File: config.mk
export PLATFORM = sky130hd
export DESIGN_NAME = snake_move_scheduler
export DESIGN_NICKNAME = d
export VERILOG_FILES = /design/src/rtl/snake_move_scheduler.sv
export SDC_FILE = /design/constraint.sdc
export NUM_CORES = 1
export LEC_CHECK = 0
export ABC_AREA = 1
export CORE_MARGIN = 2
export CORE_UTILIZATION = 45
export CTS_BUF_LIST = sky130_fd_sc_hd__clkbuf_2 sky130_fd_sc_hd__clkbuf_4 sky130_fd_sc_hd__clkbuf_8
export DETAILED_ROUTE_END_ITERATION = 10
export PLACE_DENSITY = 0.79
export SKIP_LAST_GASP = 1
export SLEW_MARGIN = 15
export SYNTH_ARGS = -nofsm -noshare
export SYNTH_HDL_FRONTEND = slang
export SYNTH_SLANG_ARGS = --single-unit
File: constraint.sdc
create_clock -name frame_clk -period 2.5 [get_ports frame_clk]
set_input_delay 0.25 -clock frame_clk [delete_from_list [all_inputs] [get_ports frame_clk]]
set_output_delay 0.25 -clock frame_clk [all_outputs]
set_load 0.05 [all_outputs]
File: src/rtl/snake_move_scheduler.sv
// Two-player snake game controller: decodes WASD / arrow keycodes into pending
// directions, issues synchronized step pulses, and detects wall/head collisions.
module snake_move_scheduler #(
    parameter int unsigned STEP_FRAMES = 4,
    parameter int unsigned X_MIN       = 0,
    parameter int unsigned X_MAX       = 639,
    parameter int unsigned Y_MIN       = 0,
    parameter int unsigned Y_MAX       = 479,
    parameter int unsigned HEAD_SIZE   = 12
) (
    input  logic        frame_clk,
    input  logic        Reset,
    input  logic        start,
    input  logic [15:0] keycode,
    input  logic [9:0]  head1_x,
    input  logic [9:0]  head1_y,
    input  logic [9:0]  head2_x,
    input  logic [9:0]  head2_y,
    output logic [1:0]  dir1,
    output logic [1:0]  dir2,
    output logic        step1,
    output logic        step2,
    output logic [1:0]  game_state,
    output logic [1:0]  crash
);

    localparam int unsigned CW   = 10;
    localparam int unsigned EW   = 11;
    localparam int unsigned CNTW = 8;

    localparam logic [1:0] DIR_UP    = 2'b00;
    localparam logic [1:0] DIR_DOWN  = 2'b01;
    localparam logic [1:0] DIR_LEFT  = 2'b10;
    localparam logic [1:0] DIR_RIGHT = 2'b11;

    typedef enum logic [1:0] {
        ST_IDLE = 2'b00,
        ST_RUN  = 2'b01,
        ST_OVER = 2'b10
    } state_e;

    state_e          state_q, state_d;
    logic [1:0]      dir1_q, dir1_d, dir2_q, dir2_d;
    logic [1:0]      pend1_q, pend1_d, pend2_q, pend2_d;
    logic            step1_q, step1_d, step2_q, step2_d;
    logic [1:0]      crash_q, crash_d;
    logic [CNTW-1:0] cnt_q, cnt_d;

    // Returns {valid, dir} for one 8-bit key slot.
    function automatic logic [2:0] dec_p1(input logic [7:0] k);
        case (k)
            8'h1A:   dec_p1 = {1'b1, DIR_UP};
            8'h16:   dec_p1 = {1'b1, DIR_DOWN};
            8'h04:   dec_p1 = {1'b1, DIR_LEFT};
            8'h07:   dec_p1 = {1'b1, DIR_RIGHT};
            default: dec_p1 = 3'b000;
        endcase
    endfunction

    function automatic logic [2:0] dec_p2(input logic [7:0] k);
        case (k)
            8'h52:   dec_p2 = {1'b1, DIR_UP};
            8'h51:   dec_p2 = {1'b1, DIR_DOWN};
            8'h50:   dec_p2 = {1'b1, DIR_LEFT};
            8'h4F:   dec_p2 = {1'b1, DIR_RIGHT};
            default: dec_p2 = 3'b000;
        endcase
    endfunction

    // Widened to 11 bits so x+HEAD_SIZE never wraps near the right/bottom edge.
    function automatic logic wall_hit(input logic [CW-1:0] x, input logic [CW-1:0] y);
        logic [EW-1:0] xe, ye;
        xe = EW'(x);
        ye = EW'(y);
        wall_hit = (xe + EW'(HEAD_SIZE) >= EW'(X_MAX)) || (xe < EW'(X_MIN + HEAD_SIZE)) ||
                   (ye + EW'(HEAD_SIZE) >= EW'(Y_MAX)) || (ye < EW'(Y_MIN + HEAD_SIZE));
    endfunction

    function automatic logic [CW-1:0] abs_diff(input logic [CW-1:0] a, input logic [CW-1:0] b);
        abs_diff = (a >= b) ? (a - b) : (b - a);
    endfunction

    logic [2:0] req1_c, req2_c;
    logic [2:0] r1s0, r1s1, r2s0, r2s1;
    logic       h2h_c, hit1_c, hit2_c;

    // Slot1 overrides slot0 when both name the same player.
    always_comb begin
        r1s0   = dec_p1(keycode[7:0]);
        r1s1   = dec_p1(keycode[15:8]);
        r2s0   = dec_p2(keycode[7:0]);
        r2s1   = dec_p2(keycode[15:8]);
        req1_c = r1s1[2] ? r1s1 : r1s0;
        req2_c = r2s1[2] ? r2s1 : r2s0;
    end

    always_comb begin
        h2h_c  = (abs_diff(head1_x, head2_x) < CW'(2 * HEAD_SIZE)) &&
                 (abs_diff(head1_y, head2_y) < CW'(2 * HEAD_SIZE));
        hit1_c = wall_hit(head1_x, head1_y) || h2h_c;
        hit2_c = wall_hit(head2_x, head2_y) || h2h_c;
    end

    always_comb begin
        state_d = state_q;
        dir1_d  = dir1_q;
        dir2_d  = dir2_q;
        pend1_d = pend1_q;
        pend2_d = pend2_q;
        step1_d = 1'b0;
        step2_d = 1'b0;
        crash_d = crash_q;
        cnt_d   = cnt_q;
        case (state_q)
            ST_IDLE: begin
                if (start) begin
                    state_d = ST_RUN;
                    crash_d = 2'b00;
                    cnt_d   = '0;
                    dir1_d  = DIR_RIGHT;
                    dir2_d  = DIR_LEFT;
                    pend1_d = DIR_RIGHT;
                    pend2_d = DIR_LEFT;
                end
            end
            ST_RUN: begin
                // Reversal check compares against the committed, not pending, direction.
                if (req1_c[2] && (req1_c[1:0] != (dir1_q ^ 2'b01))) pend1_d = req1_c[1:0];
                if (req2_c[2] && (req2_c[1:0] != (dir2_q ^ 2'b01))) pend2_d = req2_c[1:0];
                if (hit1_c || hit2_c) begin
                    state_d = ST_OVER;
                    crash_d = crash_q | {hit2_c, hit1_c};
                end else if (!start) begin
                    state_d = ST_IDLE;
                end else if (cnt_q == CNTW'(STEP_FRAMES - 1)) begin
                    cnt_d   = '0;
                    step1_d = 1'b1;
                    step2_d = 1'b1;
                    dir1_d  = pend1_q;
                    dir2_d  = pend2_q;
                end else begin
                    cnt_d = cnt_q + CNTW'(1);
                end
            end
            ST_OVER: begin
                if (!start) state_d = ST_IDLE;
            end
            default: state_d = ST_IDLE;
        endcase
    end

    always_ff @(posedge frame_clk) begin
        if (Reset) begin
            state_q <= ST_IDLE;
            dir1_q  <= DIR_RIGHT;
            dir2_q  <= DIR_LEFT;
            pend1_q <= DIR_RIGHT;
            pend2_q <= DIR_LEFT;
            step1_q <= 1'b0;
            step2_q <= 1'b0;
            crash_q <= 2'b00;
            cnt_q   <= '0;
        end else begin
            state_q <= state_d;
            dir1_q  <= dir1_d;
            dir2_q  <= dir2_d;
            pend1_q <= pend1_d;
            pend2_q <= pend2_d;
            step1_q <= step1_d;
            step2_q <= step2_d;
            crash_q <= crash_d;
            cnt_q   <= cnt_d;
        end
    end

    assign dir1       = dir1_q;
    assign dir2       = dir2_q;
    assign step1      = step1_q;
    assign step2      = step2_q;
    assign game_state = state_q;
    assign crash      = crash_q;

endmodule
### Yosys cells after proc, flatten, opt, wreduce, memory -nomap -nowiden

Cells that the tools add are included.

| storage, ports and cells | value |
|---|---|
| output and inout port bits | 10 |
| input bits | 59 |
| word-level logic and storage cells | 117 |
| register bits | 21 |

| operators by class | value |
|---|---|
| muxes and demuxes | 35 |
| bitwise logic cells | 5 |
| add/sub/neg operators | 9 |
| reduce and logical (&&, ||, !) cells | 20 |
| equality and inequality tests | 28 |
| $lt $le $gt $ge | 12 |

Operators by type and width:

| operator | number |
|---|---|
| $eq 8x7->1 const B | 8 |
| $pmux 3 s4 | 4 |
| $add 10x4->11 const B | 4 |
| $lt 10x4->1 const B | 4 |
| $sub 10x10->10 | 4 |
| $eq 8x3->1 const B | 4 |
| $eq 8x5->1 const B | 4 |
| $mux 8 | 4 |
| $mux 2 | 15 |
| $ge 11x10->1 const B | 2 |
| $ge 11x9->1 const B | 2 |
| $ge 10x10->1 | 2 |
| $lt 10x5->1 const B | 2 |
| $mux 10 | 2 |
| $pmux 2 s2 | 5 |
| $pmux 8 s2 | 1 |
| $ne 2x2->1 const B | 7 |
| $logic_or 1x1->1 | 9 |
| $reduce_and 3->1 | 3 |
| $add 8x1->8 const B | 1 |
| $eq 8x2->1 const B | 1 |
| $mux 3 | 2 |
| $pmux 2 s3 | 1 |
| $reduce_and 5->1 | 1 |
| other kinds (11) | 17 |

### Depth between registers and ports, before layout

| depth | value |
|---|---|
| depth after elaboration | 9 |
| depth in mapped cells | 21 |

### Worst setup path after synthesis

OpenSTA, ideal clock, no wires.

| path | value |
|---|---|
| path kind | input -> register |
| start | input head1_x[5] |
| end | register dir2_q[0], in the netlist dir2[0] |
| path buffers | 1 |
| setup time | 0.115 ns |
| cell stages on the path | 15 |
| slack | 0.257 ns |
| arrival | 2.128 ns |
| path through | inv_1 -> ha_1 -> a21oi_1 -> nand3_2 -> a21oi_2 -> nand3_1 -> nand2_1 -> nand2_1 -> nor2_2 -> nand2_4 -> nand4_4 -> nand2_4 -> buf_6 -> a21oi_2 -> nor2_1 |

| between the ends | value |
|---|---|
| word-level cells in the longest chain between the ends | 9 |

RTL lines:

| item | RTL line | source |
|---|---|---|
| start: declaration | 15 | `input logic [9:0] head1_x,` |
| $add 10x4->11 | 75 | `wall_hit = (xe + EW'(HEAD_SIZE) >= EW'(X_MAX)) \|\| (xe < EW'(X_MIN + HEAD_SIZE)) \|\|` |
| $ge 11x10->1 | 75 |  |
| $logic_or 1x1->1 (2 in a row) | 75 |  |
| $logic_or 1x1->1 | 76 | `(ye + EW'(HEAD_SIZE) >= EW'(Y_MAX)) \|\| (ye < EW'(Y_MIN + HEAD_SIZE));` |
| $logic_or 1x1->1 | 100 | `hit1_c = wall_hit(head1_x, head1_y) \|\| h2h_c;` |
| $logic_or 1x1->1 (*) | 130 | `if (hit1_c \|\| hit2_c) begin` |
| $ne 2x2->1 (no line) (*) | - |  |
| $reduce_and 5->1 (no line) (*) | - |  |
| end signal: assignment | 166 | `dir2_q <= dir2_d;` |
| end: declaration | 43 | `logic [1:0] dir1_q, dir1_d, dir2_q, dir2_d;` |

Mark *: on every way between the ends. The rest lies on a longest branch, timed or not.
A chain may end at the register's enable or synchronous reset.

### Worst setup path in the final report

| path | value |
|---|---|
| start | input head2_x[2] |
| end | register dir2_q[1], in the netlist dir2[1] |

| between the ends | value |
|---|---|
| word-level cells in the longest chain between the ends | 9 |

RTL lines:

| item | RTL line | source |
|---|---|---|
| start: declaration | 17 | `input logic [9:0] head2_x,` |
| $add 10x4->11 | 75 |  |
| $ge 11x10->1 | 75 |  |
| $logic_or 1x1->1 (2 in a row) | 75 |  |
| $logic_or 1x1->1 | 76 |  |
| $logic_or 1x1->1 | 101 | `hit2_c = wall_hit(head2_x, head2_y) \|\| h2h_c;` |
| $logic_or 1x1->1 (*) | 130 |  |
| $ne 2x2->1 (no line) (*) | - |  |
| $reduce_and 5->1 (no line) (*) | - |  |

Marked as above.

==> results <==
- The count of clock tree sinks is 21.
- The number of hold violations in the final report was 0.
- Prior to clock tree synthesis, the placed netlist has a worst setup slack of -0.461 ns.
- Buffers placed on the I/O ports in this run total a little under 70.
- The number of buffers on the longest clock path is 2.
- The flow ran to the end, and the final reports show no timing, DRC or antenna violations.
- The startpoint identified for the worst hold timing path is crash[1].
- The number of vias per cell after detailed routing is just over 5.
- The number of max-capacitance violations reported is 0.
- The chip height is 102 um.
- In the global route stage, overall resource usage came out at approximately 25%.
- During synthesis, Yosys emitted a total of 0 warnings.
- The worst reg-to-reg path cell count is 8.
- The worst setup path is captured at a flip-flop.
- The count of endpoints failing setup in the final report is 0.
- For this design the ratio of total power to cell area is about 280 mW/mm^2.
- The category of the worst setup path launch point is a primary input.
- Before antenna repair, the detailed router went through 5 iterations.
- The most crowded layer after global routing is met2.
- The CTS tree is yes.
- The root buffer cell chosen for the clock tree is clkbuf_8.
- The post-route minimum period is roughly 2.4 ns.
- Global routing consumed, on the met1 layer, between 30% and 40% of the routing resources.
- The library cell used most frequently in the layout, excluding fill and tap cells, is nand2_1.
- The data required time at the worst endpoint is about 2.6 ns.
- Once detail routing completed, the nets flagged for antenna violations numbered 0.
- The startpoint of the worst register-to-register path is game_state[0].
- The library cell with the largest summed area after synthesis is nand2_1.
- For the worst setup path, the data arrival time is ~2.5 ns.
- The first global-routing pass estimated around 22 mm of wire.
- The number of flip-flops and latches in the synthesized netlist is 21.
- The core region is about 0.0093 mm^2.
- The I/O pin count is 69.
- After the first detailed-routing iteration, the DRC count stood at 312.
- The synthesized design contains 0 enable-type register cells.
- Derived from the worst setup path, the maximum achievable clock frequency is approximately 420 MHz.
- The count of cells along the worst hold path is 2.
- The share of post-route cells with drive strength above 1 is 23.8%.
- The final-layout worst hold slack is between 0.4 and 0.5 ns.
- The share of async-settable or async-resettable flops after synthesis is 0%.
- The setup path with the least slack is of type in2reg.
- The die footprint is ~0.010 mm^2.
- The number of antenna violations at the first check in global routing is 1.
- The class of the tightest hold or removal check is reg2reg.
- The register-to-register setup slack is 0.75 ns.
- The number of max-slew violations in the final report is 0.
- The leakage dissipation is 3.75 nW.
- Counting distinct cell types in the post-synthesis netlist gives 37.
- For this run, global-route usage on met3 was measured as 2.60%.
- The via total after detailed routing is just under 6000.
- In this run, post-CTS hold repair placed 0 buffers.
- CTS built an H-tree with a depth of 1.
- The worst ir drop on vdd is 0.000182 V.
- Once the floorplan was initialized, standard cells occupied a little under half of the core.
- The sequential-to-total area share from yosys stat is roughly a tenth.
- Leaving out fill and tap cells, the most frequent cells in the layout are nand2_1 (251), inv_1 (124), buf_4 (113).
- The final period utilization is a little over nine tenths.
- The critical path startpoint is head2_x[2].
- In the synthesized netlist the dominant register cell turns out to be dfxtp_1.
- The routability congestion estimate from global placement is between 0.9 and 1.
- The total congestion overflow is 0.
- The number of nets in the synthesized netlist is between 900 and 1000.
- Sorting the synthesized cells by area gives the leading types as nand2_1 (24%), ha_1 (14%), inv_1 (12%).
- The synthesized area per cell is roughly 5.3 um^2.
- The post-synthesis instance total is roughly 800.
- Summed over all layers, the routed wires come to ~15 mm.
- For the pin with the worst max-slew slack, the measured transition is 0.597 ns.
- Summed over its instances, the top area cell type makes up 23.7% of the synthesized netlist area.
- Entering global routing, the biggest net connects 17 pins.
- The synthesized netlist occupies a cell area of 0.00436 mm^2.
- The net total in the final layout is around 1100.
- The clock latency of the later-clocked register in the worst-skew pair is approximately 0.27 ns.
- After detailed routing, the average wire length per cell comes to approximately 13 um.
- Summing all placed instances gives a cell area of 0.00598 mm^2.
- The met2 global-route usage is around 46%.
- In this run the horizontal extent of the chip is just over 100 um.
- The worst pin sits at a relative slew slack of about three fifths.
- On the final layout, the worst clock skew is about 0.0016 ns.
- Detailed placement finished with a half-perimeter wire length of 10.6 mm.
- The slack of the critical path is roughly 0.13 ns.
- The clock slew seen by the registers of the worst setup and hold paths is around 0.07 ns.
- The number of global-route vias before repair came to 5085.
- The number of placement rows is 35.
- The summed area of non-filler cells in the final layout is 0.00663 mm^2.
- In this run the worst path has a maximum fanout of 8.
- The signed area change from the synthesized netlist to the final layout is 52.2%.
- The detailed-route DRC error count is 0.
- Clock tree synthesis inserted a total of 3 buffers.
## per-layer routing
layer	wire [um]	vias up	share of wire (%)
li1	-	2975	-
met1	6330	2553	43
met2	7040	204	48
met3	799	49	5.5
met4	464	0	3.2
met5	0	-	0
## cells in the mapped netlist, types with 3 or more instances
cell type	count
nand2_1	275
inv_1	145
nand3_1	80
nor2_1	79
ha_1	49
a21oi_1	36
nand4_1	27
dfxtp_1	21
o21ai_0	16
nor3_1	9
nor4_1	8
inv_2	6
nor2_2	6
o211ai_1	6
or2_2	6
xor2_1	6
nand2_2	5
o21ai_1	5
xnor2_1	4
a21oi_2	3
clkbuf_1	3
o21bai_1	3
## final timing paths
kind                   end
setup / recovery   dir2[1]
hold / removal    crash[1]
setup reg to reg  cnt_q[1]
hold reg to reg   crash[1]
## timing repair
action / 4_1_cts / 5_1_grt
setup buffers: 0 / 5
pin swaps: 8 / 40
setup endpoints to repair: 16 / 17
cloned: 1 / 0
gates resized for setup: 41 / 106
## where the power goes
part,leakage (nW),switching (mW),internal [mW]
Combinational,3.55,0.729,0.557
Sequential,0.172,0.0205,0.357
Clock,0.0255,0.111,0.111
Total,3.75,0.861,1.03
## worst max-delay path, stage by stage
cell and delay, ns:
dlygate4sd2_1 0.32, inv_1 0.09, ha_1 0.24, nand2_1 0.12
nand2_1 0.10, nand2_2 0.11, nand3_4 0.10, nand2_2 0.10
nand2_4 0.07, nand2_1 0.07, nand2_1 0.06, nor2_1 0.10
nand2_1 0.07, nor2_2 0.15, nand2_4 0.09, nand4_4 0.15
nand2_4 0.12, nand3_1 0.11, nand3_1 0.07
## sequential cells by signal (all words and copies together), names as in the netlist
register    cells
step2           1
game_state      2
pend2_q         2
cnt_q           8
dir2            2
pend1_q         2
dir1            2
crash           2
## metrics by stage
stage                     std cells  util (%)  TNS [ns]  power (mW)
final                          1130      71.1         0        1.89
after floorplan                 819         -         0        1.04
after global placement         1119      64.1     -5.96        1.47
after CTS                      1124      67.5         0        1.78
after global routing           1130      71.1    -0.122        2.04
after detailed placement       1119      64.1     -6.68        1.49
## cell type report
class | count | area (um^2)
diodes | 1 | 2.50
flip-flops and latches | 21 | 420
clock inverters | 1 | 5.00
well taps | 129 | 161
multi-input cells | 642 | 3810
fillers | 732 | 2700
clock buffers | 3 | 41.3
repair buffers | 182 | 1620
inverters | 151 | 567
## kinds of logic (layout without fill, tap and decap cells)
group | count (synthesis) | count (layout) | synth area share [%]
xor+xnor | 10 | 10 | 2.01
buf+inv | 157 | 337 | 13.8
simple gates | 505 | 506 | 50.4
other cells | 0 | 1 | 0
fa+ha+maj | 49 | 49 | 14.1
flops | 21 | 21 | 9.65
compound gates | 77 | 77 | 10.1
Note: power is estimated with default switching activity, not from simulation.
